$ cat config.mk
export PLATFORM = sky130hd
export DESIGN_NAME = life_map_ctrl_flat
export DESIGN_NICKNAME = d
export VERILOG_FILES = /design/src/rtl/life_pkg.sv /design/src/rtl/life_map_ctrl_if.sv /design/src/rtl/life_cell_rule.sv /design/src/rtl/life_map_ctrl.sv /design/src/flat_wrapper.sv
export SDC_FILE = /design/constraint.sdc
export NUM_CORES = 1
export LEC_CHECK = 0
export ABC_AREA = 1
export ABC_CLOCK_PERIOD_IN_PS = 8900
export CAP_MARGIN = 25
export CORE_AREA = 4 4 292 294
export DETAILED_ROUTE_END_ITERATION = 6
export DIE_AREA = 0 0 296 298
export PLACE_DENSITY_LB_ADDON = 0.08
export SLEW_MARGIN = 10
export SYNTH_ARGS = -nofsm -noshare
export SYNTH_HDL_FRONTEND = slang
export SYNTH_HIERARCHICAL = 1
export SYNTH_SLANG_ARGS = --single-unit
$ cat constraint.sdc
create_clock -name clk -period 8.9 [get_ports clk]
set_input_delay 1.78 -clock clk [delete_from_list [all_inputs] [get_ports clk]]
set_output_delay 1.78 -clock clk [all_outputs]
set_load 0.005 [all_outputs]
$ cat src/rtl/life_pkg.sv
// Purpose: shared types and helpers for the Game-of-Life map controller.
// Latency: n/a (package: state enum, default grid size, cell index helper).
// Backpressure: n/a.
package life_pkg;

  localparam int LIFE_GRID_W = 10;
  localparam int LIFE_GRID_H = 10;

  typedef enum logic [1:0] {
    IDLE,
    COMPUTE,
    WAIT_COMMIT
  } life_state_e;

  // Linear bit position of cell (x,y) in a row-major map of width w.
  function automatic int cell_idx(input int x, input int y, input int w);
    return x + y * w;
  endfunction

endpackage

$ cat src/rtl/life_map_ctrl_if.sv
// Purpose: groups the controller's control inputs and map/status outputs.
// Latency: n/a (wires only).
// Backpressure: none; all inputs are pulses or levels sampled every clk.
// Ports: master drives frame_start/step_req/run_en/btn_*; slave drives
//        map_out, cursor_x/y, busy, gen_count.
interface life_map_ctrl_if
  import life_pkg::*;
#(
  parameter int GRID_W = LIFE_GRID_W,
  parameter int GRID_H = LIFE_GRID_H
);
  logic                     frame_start;
  logic                     step_req;
  logic                     run_en;
  logic                     btn_up;
  logic                     btn_down;
  logic                     btn_left;
  logic                     btn_right;
  logic                     btn_toggle;
  logic [GRID_W*GRID_H-1:0] map_out;
  logic [3:0]               cursor_x;
  logic [3:0]               cursor_y;
  logic                     busy;
  logic [15:0]              gen_count;

  modport master (
    output frame_start, step_req, run_en, btn_up, btn_down, btn_left,
           btn_right, btn_toggle,
    input  map_out, cursor_x, cursor_y, busy, gen_count
  );

  modport slave (
    input  frame_start, step_req, run_en, btn_up, btn_down, btn_left,
           btn_right, btn_toggle,
    output map_out, cursor_x, cursor_y, busy, gen_count
  );
endinterface

$ cat src/rtl/life_cell_rule.sv
// Purpose: Conway rule for one cell from its 3x3 neighbourhood.
// Latency: combinational.
// Backpressure: none.
// Ports: nbhd[8:0] row-major 3x3 window (bit 4 = centre); next_alive = result.
module life_cell_rule (
  input  logic [8:0] nbhd,
  output logic       next_alive
);
  logic [3:0] count;

  always_comb begin
    count = '0;
    for (int i = 0; i < 9; i++) begin
      if (i != 4) count = count + {3'b000, nbhd[i]};
    end
    next_alive = nbhd[4] ? (count == 4'd2 || count == 4'd3) : (count == 4'd3);
  end
endmodule

$ cat src/rtl/life_map_ctrl.sv
// Purpose: owns the displayed Life map; steps one cell/clk into a shadow, commits at frame_start.
// Latency: step_req->busy 1 clk; N clks compute; commit 1 clk after frame_start.
// Backpressure: requests while busy are held in 1-deep pending flags; extras dropped.
// Ports: clk, reset (sync, active high), bus (life_map_ctrl_if.slave).
// Build option: LIFE_WRAP_EN makes the grid toroidal; otherwise off-grid cells are dead.
module life_map_ctrl
  import life_pkg::*;
#(
  parameter int                         GRID_W          = LIFE_GRID_W,
  parameter int                         GRID_H          = LIFE_GRID_H,
  parameter logic [GRID_W*GRID_H-1:0]   INIT_MAP        = '0,
  parameter int                         FRAMES_PER_STEP = 30
) (
  input logic            clk,
  input logic            reset,
  life_map_ctrl_if.slave bus
);
  localparam int              N     = GRID_W * GRID_H;
  localparam int              IW    = $clog2(N);
  localparam int              FCW   = (FRAMES_PER_STEP > 1) ? $clog2(FRAMES_PER_STEP) : 1;
  localparam logic [3:0]      X_MAX = 4'(GRID_W - 1);
  localparam logic [3:0]      Y_MAX = 4'(GRID_H - 1);
  localparam logic [IW-1:0]   LAST  = IW'(N - 1);
  localparam logic [FCW-1:0]  F_MAX = FCW'(FRAMES_PER_STEP - 1);

  life_state_e    state_q, state_d;
  logic [N-1:0]   map_q, shadow_q;
  logic [IW-1:0]  idx_q, tog_idx_q, cur_idx;
  logic [3:0]     cx_q, cy_q, cur_x_q, cur_y_q;
  logic [FCW-1:0] frame_cnt_q;
  logic [15:0]    gen_q;
  logic           pend_step_q, pend_tog_q;
  logic           auto_tick, req, start, commit, busy;
  logic [N-1:0]   cur_mask, tog_mask, idle_mask;
  logic [8:0]     nbhd;
  logic           next_cell;
  int             nx, ny;

  assign auto_tick = bus.frame_start & bus.run_en & (frame_cnt_q == F_MAX);
  // step_req and an auto tick in the same cycle collapse into one request.
  assign req       = bus.step_req | auto_tick;
  assign busy      = (state_q != IDLE);
  assign cur_idx   = IW'(cell_idx(int'(cur_x_q), int'(cur_y_q), GRID_W));

  always_ff @(posedge clk) begin
    if (reset) state_q <= IDLE;
    else       state_q <= state_d;
  end

  always_comb begin
    state_d = state_q;
    start   = 1'b0;
    commit  = 1'b0;
    unique case (state_q)
      IDLE:        if (req || pend_step_q) begin state_d = COMPUTE; start = 1'b1; end
      COMPUTE:     if (idx_q == LAST) state_d = WAIT_COMMIT;
      WAIT_COMMIT: if (bus.frame_start) begin state_d = IDLE; commit = 1'b1; end
      default:     state_d = IDLE;
    endcase
  end

  always_comb begin
    cur_mask           = '0;
    cur_mask[cur_idx]  = 1'b1;
    tog_mask           = '0;
    tog_mask[tog_idx_q] = 1'b1;
    // In IDLE a button toggle acts directly; a toggle that arrived in the
    // commit cycle itself is still pending here and is applied now.
    idle_mask = (bus.btn_toggle ? cur_mask : '0) ^ (pend_tog_q ? tog_mask : '0);
  end

  // 3x3 window around the cell being computed, read from the committed map.
  always_comb begin
    nbhd = '0;
    nx   = 0;
    ny   = 0;
    for (int dy = -1; dy <= 1; dy++) begin
      for (int dx = -1; dx <= 1; dx++) begin
        nx = int'(cx_q) + dx;
        ny = int'(cy_q) + dy;
`ifdef LIFE_WRAP_EN
        if (nx < 0) nx = GRID_W - 1; else if (nx >= GRID_W) nx = 0;
        if (ny < 0) ny = GRID_H - 1; else if (ny >= GRID_H) ny = 0;
        nbhd[(dy + 1) * 3 + (dx + 1)] = map_q[IW'(cell_idx(nx, ny, GRID_W))];
`else
        if (nx >= 0 && nx < GRID_W && ny >= 0 && ny < GRID_H)
          nbhd[(dy + 1) * 3 + (dx + 1)] = map_q[IW'(cell_idx(nx, ny, GRID_W))];
`endif
      end
    end
  end

  life_cell_rule u_rule (
    .nbhd       (nbhd),
    .next_alive (next_cell)
  );

  always_ff @(posedge clk) begin
    if (reset) begin
      map_q       <= INIT_MAP;
      shadow_q    <= INIT_MAP;
      idx_q       <= '0;
      cx_q        <= '0;
      cy_q        <= '0;
      cur_x_q     <= '0;
      cur_y_q     <= '0;
      tog_idx_q   <= '0;
      frame_cnt_q <= '0;
      gen_q       <= '0;
      pend_step_q <= 1'b0;
      pend_tog_q  <= 1'b0;
    end else begin
      if (!bus.run_en)          frame_cnt_q <= '0;
      else if (bus.frame_start) frame_cnt_q <= auto_tick ? '0 : frame_cnt_q + FCW'(1);

      if (start)             pend_step_q <= 1'b0;
      else if (busy && req)  pend_step_q <= 1'b1;

      // cx/cy track idx so the window needs no division.
      if (start) begin
        idx_q <= '0;
        cx_q  <= '0;
        cy_q  <= '0;
      end else if (state_q == COMPUTE) begin
        shadow_q[idx_q] <= next_cell;
        idx_q           <= idx_q + IW'(1);
        if (cx_q == X_MAX) begin
          cx_q <= '0;
          cy_q <= cy_q + 4'd1;
        end else begin
          cx_q <= cx_q + 4'd1;
        end
      end

      if (commit) begin
        map_q <= shadow_q ^ (pend_tog_q ? tog_mask : '0);
        gen_q <= gen_q + 16'd1;
      end else if (state_q == IDLE) begin
        map_q <= map_q ^ idle_mask;
      end

      // Pending toggle: a second press while pending cancels the first.
      if (state_q == IDLE) begin
        pend_tog_q <= 1'b0;
      end else if (commit) begin
        pend_tog_q <= bus.btn_toggle;
        if (bus.btn_toggle) tog_idx_q <= cur_idx;
      end else if (bus.btn_toggle) begin
        pend_tog_q <= ~pend_tog_q;
        if (!pend_tog_q) tog_idx_q <= cur_idx;
      end

      if (bus.btn_up && !bus.btn_down && cur_y_q != 4'd0)         cur_y_q <= cur_y_q - 4'd1;
      else if (bus.btn_down && !bus.btn_up && cur_y_q != Y_MAX)   cur_y_q <= cur_y_q + 4'd1;
      if (bus.btn_left && !bus.btn_right && cur_x_q != 4'd0)      cur_x_q <= cur_x_q - 4'd1;
      else if (bus.btn_right && !bus.btn_left && cur_x_q != X_MAX) cur_x_q <= cur_x_q + 4'd1;
    end
  end

  assign bus.map_out   = map_q;
  assign bus.cursor_x  = cur_x_q;
  assign bus.cursor_y  = cur_y_q;
  assign bus.busy      = busy;
  assign bus.gen_count = gen_q;
endmodule

$ cat src/flat_wrapper.sv
// flat-port wrapper written by rule: the top's interface ports become plain ports
module life_map_ctrl_flat import life_pkg::*;
#(
  parameter int                         GRID_W          = LIFE_GRID_W,
  parameter int                         GRID_H          = LIFE_GRID_H,
  parameter logic [GRID_W*GRID_H-1:0]   INIT_MAP        = '0,
  parameter int                         FRAMES_PER_STEP = 30
)
  (clk, reset, bus_frame_start, bus_step_req, bus_run_en, bus_btn_up, bus_btn_down, bus_btn_left, bus_btn_right, bus_btn_toggle, bus_map_out, bus_cursor_x, bus_cursor_y, bus_busy, bus_gen_count);
  life_map_ctrl_if #(.GRID_W(GRID_W), .GRID_H(GRID_H)) bus_i ();
  input logic clk;
  input logic reset;
  input wire logic [$bits(bus_i.frame_start)-1:0] bus_frame_start;
  input wire logic [$bits(bus_i.step_req)-1:0] bus_step_req;
  input wire logic [$bits(bus_i.run_en)-1:0] bus_run_en;
  input wire logic [$bits(bus_i.btn_up)-1:0] bus_btn_up;
  input wire logic [$bits(bus_i.btn_down)-1:0] bus_btn_down;
  input wire logic [$bits(bus_i.btn_left)-1:0] bus_btn_left;
  input wire logic [$bits(bus_i.btn_right)-1:0] bus_btn_right;
  input wire logic [$bits(bus_i.btn_toggle)-1:0] bus_btn_toggle;
  output wire logic [$bits(bus_i.map_out)-1:0] bus_map_out;
  output wire logic [$bits(bus_i.cursor_x)-1:0] bus_cursor_x;
  output wire logic [$bits(bus_i.cursor_y)-1:0] bus_cursor_y;
  output wire logic [$bits(bus_i.busy)-1:0] bus_busy;
  output wire logic [$bits(bus_i.gen_count)-1:0] bus_gen_count;
  assign bus_i.frame_start = bus_frame_start;
  assign bus_i.step_req = bus_step_req;
  assign bus_i.run_en = bus_run_en;
  assign bus_i.btn_up = bus_btn_up;
  assign bus_i.btn_down = bus_btn_down;
  assign bus_i.btn_left = bus_btn_left;
  assign bus_i.btn_right = bus_btn_right;
  assign bus_i.btn_toggle = bus_btn_toggle;
  assign bus_map_out = bus_i.map_out;
  assign bus_cursor_x = bus_i.cursor_x;
  assign bus_cursor_y = bus_i.cursor_y;
  assign bus_busy = bus_i.busy;
  assign bus_gen_count = bus_i.gen_count;
  life_map_ctrl #(.GRID_W(GRID_W), .GRID_H(GRID_H), .INIT_MAP(INIT_MAP), .FRAMES_PER_STEP(FRAMES_PER_STEP)) u_core (.clk(clk), .reset(reset), .bus(bus_i));
endmodule
==> results.json <==
{
  "postCtsHoldBufs": 0,
  "postCtsSetupRepairBufs": 0,
  "antenna_found_initial": 2,
  "layout.cells.non_filler": 5310,
  "async_flop_share_pct": 0,
  "worstPathRequired_ps": 9300,
  "coreArea_um2": 82900,
  "start_kind": "flip-flop",
  "slew_headroom_pct": 22.3,
  "min_path_type": "flip-flop to flip-flop",
  "numCtsBuffers": 37,
  "critPathArrivalTime_ps": 8060,
  "first_global_vias": 25600,
  "rsz0062_at_grt": "false",
  "worst-path-max-fanout": 26,
  "tightestPinTransition_ps": 1150,
  "grt_max_degree": 106,
  "fp.dieW_um": 296,
  "finalMaxSlewViolations": 0,
  "die_h_um": 298,
  "final_hold_viol_count": 0,
  "via_per_inst": 5.34,
  "cp_top_family": "adder cells",
  "setup_violations": 0,
  "syn2layout_area_growth_pct": 14.1,
  "fin_crit_sh_pct": 86.1,
  "grt_first_pass_wirelength_um": 173000,
  "routed_wl_um": 117000,
  "io_pins": 135,
  "gp_congestion": 0.915,
  "timing.rr.start": "u_core/cy_q[0]",
  "power.total_mw": 3.76,
  "synth-warning-count": 6,
  "fin_nets": 4302,
  "dr_wl_met2_um": 51200,
  "ys_seq_area_share_pct": 20.7,
  "synth_fp_nets": 4320,
  "crit_end": "u_core/shadow_q[39]",
  "hpwlAfterDp_um": 84400,
  "critical_path_depth": 34,
  "clkLatencyLatePin_ps": 580,
  "drtPass1Iterations": 7,
  "fin_worst_skew_ps": 31.9,
  "crit_path_start": "u_core/cy_q[0]",
  "clk_path_buf_depth": 3,
  "synthCells": 4220,
  "grt_usage_pct": 25.9,
  "syn_area_per_cell_um2": 5.85,
  "tns_ps": 0,
  "max_clock_freq_ghz": 0.130,
  "highest_layer": "met4",
  "rows": 106,
  "synth_seq_cells": 255,
  "vias": 28400,
  "crit_buf_inv": 13,
  "synthesis.area_um2": 24700,
  "drt_iter0_drc": 2872,
  "cts_root_buf": "clkbuf_16",
  "wl_per_cell_um": 22.1,
  "crit_top_cell": "inv_1",
  "r2r-end": "u_core/shadow_q[39]",
  "grt.overflow.total": 0,
  "wl_met3_um": 8560,
  "dp.cells": 5235,
  "postRouteAntennaNets": 0,
  "irDropWorstVdd_v": 0.000115,
  "cts_sinks": 255,
  "cts_tree": "yes",
  "critPathMaxStageDelay_ps": 560,
  "r2r_cells": 34,
  "violations": "design-rule violations",
  "cellPowerDensity_nw_per_um2": 134,
  "port_buffers": 134,
  "die-area_um2": 88200,
  "drt-met1-wl_um": 54700,
  "status": "finished, violations left",
  "htree_levels": 2,
  "p_leak_nw": 11.6,
  "ys.flop_type": "dfxtp_1",
  "hp-start": "u_core/bus.map_out[57]",
  "period_needed_ps": 7670,
  "synth-edff-count": 0,
  "reg2reg_setup_slack_ps": 1230,
  "clkSlewWorstSetupHoldPaths_ps": 60,
  "crit_slowest_cell": "fa_1",
  "drc": 1,
  "drv_cap": 0,
  "drive_gt1_share_pct": 4.89,
  "start_util_pct": 29.8,
  "end_kind": "flip-flop",
  "ctsResizeCount": 0,
  "ys_types": 54,
  "path_class": "flip-flop to flip-flop"
}
## area by class of cell
cell class / instances / area, um^2
Antenna cell: 1 / 2.50
Inverter: 474 / 1780
Clock inverter: 14 / 225
Clock buffer: 52 / 1100
Timing Repair Buffer: 205 / 1980
Sequential cell: 255 / 5110
Multi-Input combinational cell: 3229 / 16600
Tap cell: 1080 / 1350
Fill cell: 9210 / 54700
## where the power goes
| group | switching, mW | internal, mW |
|---|---|---|
| sequential | 0.0465 | 1.16 |
| combinational | 0.687 | 0.238 |
| clock | 0.645 | 0.988 |
| total | 1.38 | 2.39 |
## through the flow
step / hold slack (ps) / cell area, um^2 / setup slack [ps] / util, %
floorplan: 447 / 24700 / 2040 / -
global placement: 465 / 26700 / 1330 / 32.2
detailed placement: 457 / 26800 / 1280 / 32.3
CTS: 465 / 28100 / 1270 / 33.9
global route: 486 / 28200 / 660 / 34.0
finish: 466 / 28200 / 1230 / 34.0
## worst min-delay path by stage
stage / to / cells past startpoint
after floorplan: u_core/shadow_q[12] / 2
after global placement: u_core/frame_cnt_q[4] / 2
after detailed placement: u_core/bus.map_out[57] / 2
after CTS: u_core/bus.map_out[57] / 2
after global routing: u_core/bus.map_out[57] / 2
final: u_core/bus.map_out[57] / 2
## placed cells by master (no fill, tap or decap), types with 4 or more instances in the layout
| master | netlist | final |
|---|---|---|
| bufinv_16 | 0 | 4 |
| nor3_1 | 8 | 8 |
| nand3b_1 | 41 | 41 |
| xnor2_1 | 85 | 85 |
| clkinv_2 | 0 | 4 |
| xor2_1 | 54 | 54 |
| a31oi_1 | 4 | 4 |
| clkdlybuf4s50_1 | 0 | 133 |
| nor2_1 | 186 | 174 |
| a311oi_1 | 94 | 94 |
| o21bai_1 | 6 | 6 |
| clkbuf_16 | 0 | 38 |
| inv_2 | 13 | 14 |
| nor2_2 | 20 | 25 |
| a21oi_1 | 268 | 268 |
| clkbuf_1 | 113 | 4 |
| xor2_2 | 4 | 4 |
| buf_4 | 23 | 62 |
| nand4_1 | 110 | 110 |
| clkinv_1 | 20 | 20 |
| fa_1 | 20 | 20 |
| nand2_1 | 1335 | 1335 |
| nor2_4 | 4 | 11 |
| nand3_1 | 642 | 642 |
| nor3_4 | 4 | 4 |
| dfxtp_1 | 255 | 254 |
| o21ai_1 | 6 | 6 |
| inv_1 | 441 | 440 |
| o21ai_0 | 208 | 208 |
| o211ai_1 | 27 | 27 |
| ha_1 | 70 | 69 |
| clkbuf_8 | 0 | 10 |
## synth_stat cells (2+ instances only)
library cell / count / area, um^2
nand2_1: 1335 / 5010
nand3_1: 642 / 3210
inv_1: 441 / 1660
a21oi_1: 268 / 1340
dfxtp_1: 255 / 5100
o21ai_0: 208 / 1040
nor2_1: 186 / 698
clkbuf_1: 113 / 424
nand4_1: 110 / 688
buf_2: 101 / 505
a311oi_1: 94 / 823
xnor2_1: 85 / 744
ha_1: 70 / 876
xor2_1: 54 / 473
nand3b_1: 41 / 308
o211ai_1: 27 / 203
buf_4: 23 / 173
clkinv_1: 20 / 75.1
fa_1: 20 / 400
nor2_2: 20 / 125
buf_1: 15 / 56.3
inv_2: 13 / 48.8
nor3_1: 8 / 40.0
buf_6: 7 / 78.8
o21ai_1: 6 / 30.0
o21bai_1: 6 / 45.0
a31oi_1: 4 / 25.0
nor2_4: 4 / 45.0
nor3_4: 4 / 65.1
xor2_2: 4 / 65.1
o311a_1: 3 / 30.0
or2_2: 3 / 18.8
and2_1: 2 / 12.5
clkbuf_2: 2 / 10.0
nand2_2: 2 / 12.5
nand2_4: 2 / 22.5
nand3_2: 2 / 20.0
nor2_8: 2 / 40.0
nor4_1: 2 / 12.5
o31ai_1: 2 / 15.0
## tightest hold or removal path, stage by stage (launching register included)
cell and delay [ps]:
dfxtp_1 300, nand2_1 60, a21oi_1 50
## kinds of logic (layout without fill, tap and decap cells)
group,count (synthesis),after routing,share of synthesized area (%)
other,0,1,0
buffers and inverters,736,745,12.3
adders and majority gates,90,90,5.17
AOI/OAI and AO/OA,624,624,14.6
and+or+nand+nor,2371,2371,42.0
muxes,1,1,0.0456
DFF,255,255,20.7
xor gates and xnor gates,143,143,5.19
## layer usage
layer	up-vias	global-route usage, %
met5	-	0
met4	0	6.82
met3	151	4.44
met2	1002	40.1
met1	13300	37.0
li1	13900	-
## flip-flops by register name (all words and copies together) (netlist names)
signal	count
u_core/bus.cursor_x	4
u_core/bus.cursor_y	4
u_core/bus.gen_count	16
u_core/bus.map_out	100
u_core/cx_q	4
u_core/cy_q	4
u_core/frame_cnt_q	5
u_core/idx_q	7
u_core/pend_step_q	1
u_core/pend_tog_q	1
u_core/shadow_q	100
u_core/state_q	2
u_core/tog_idx_q	7
Note: power is estimated with default switching activity, not from simulation.
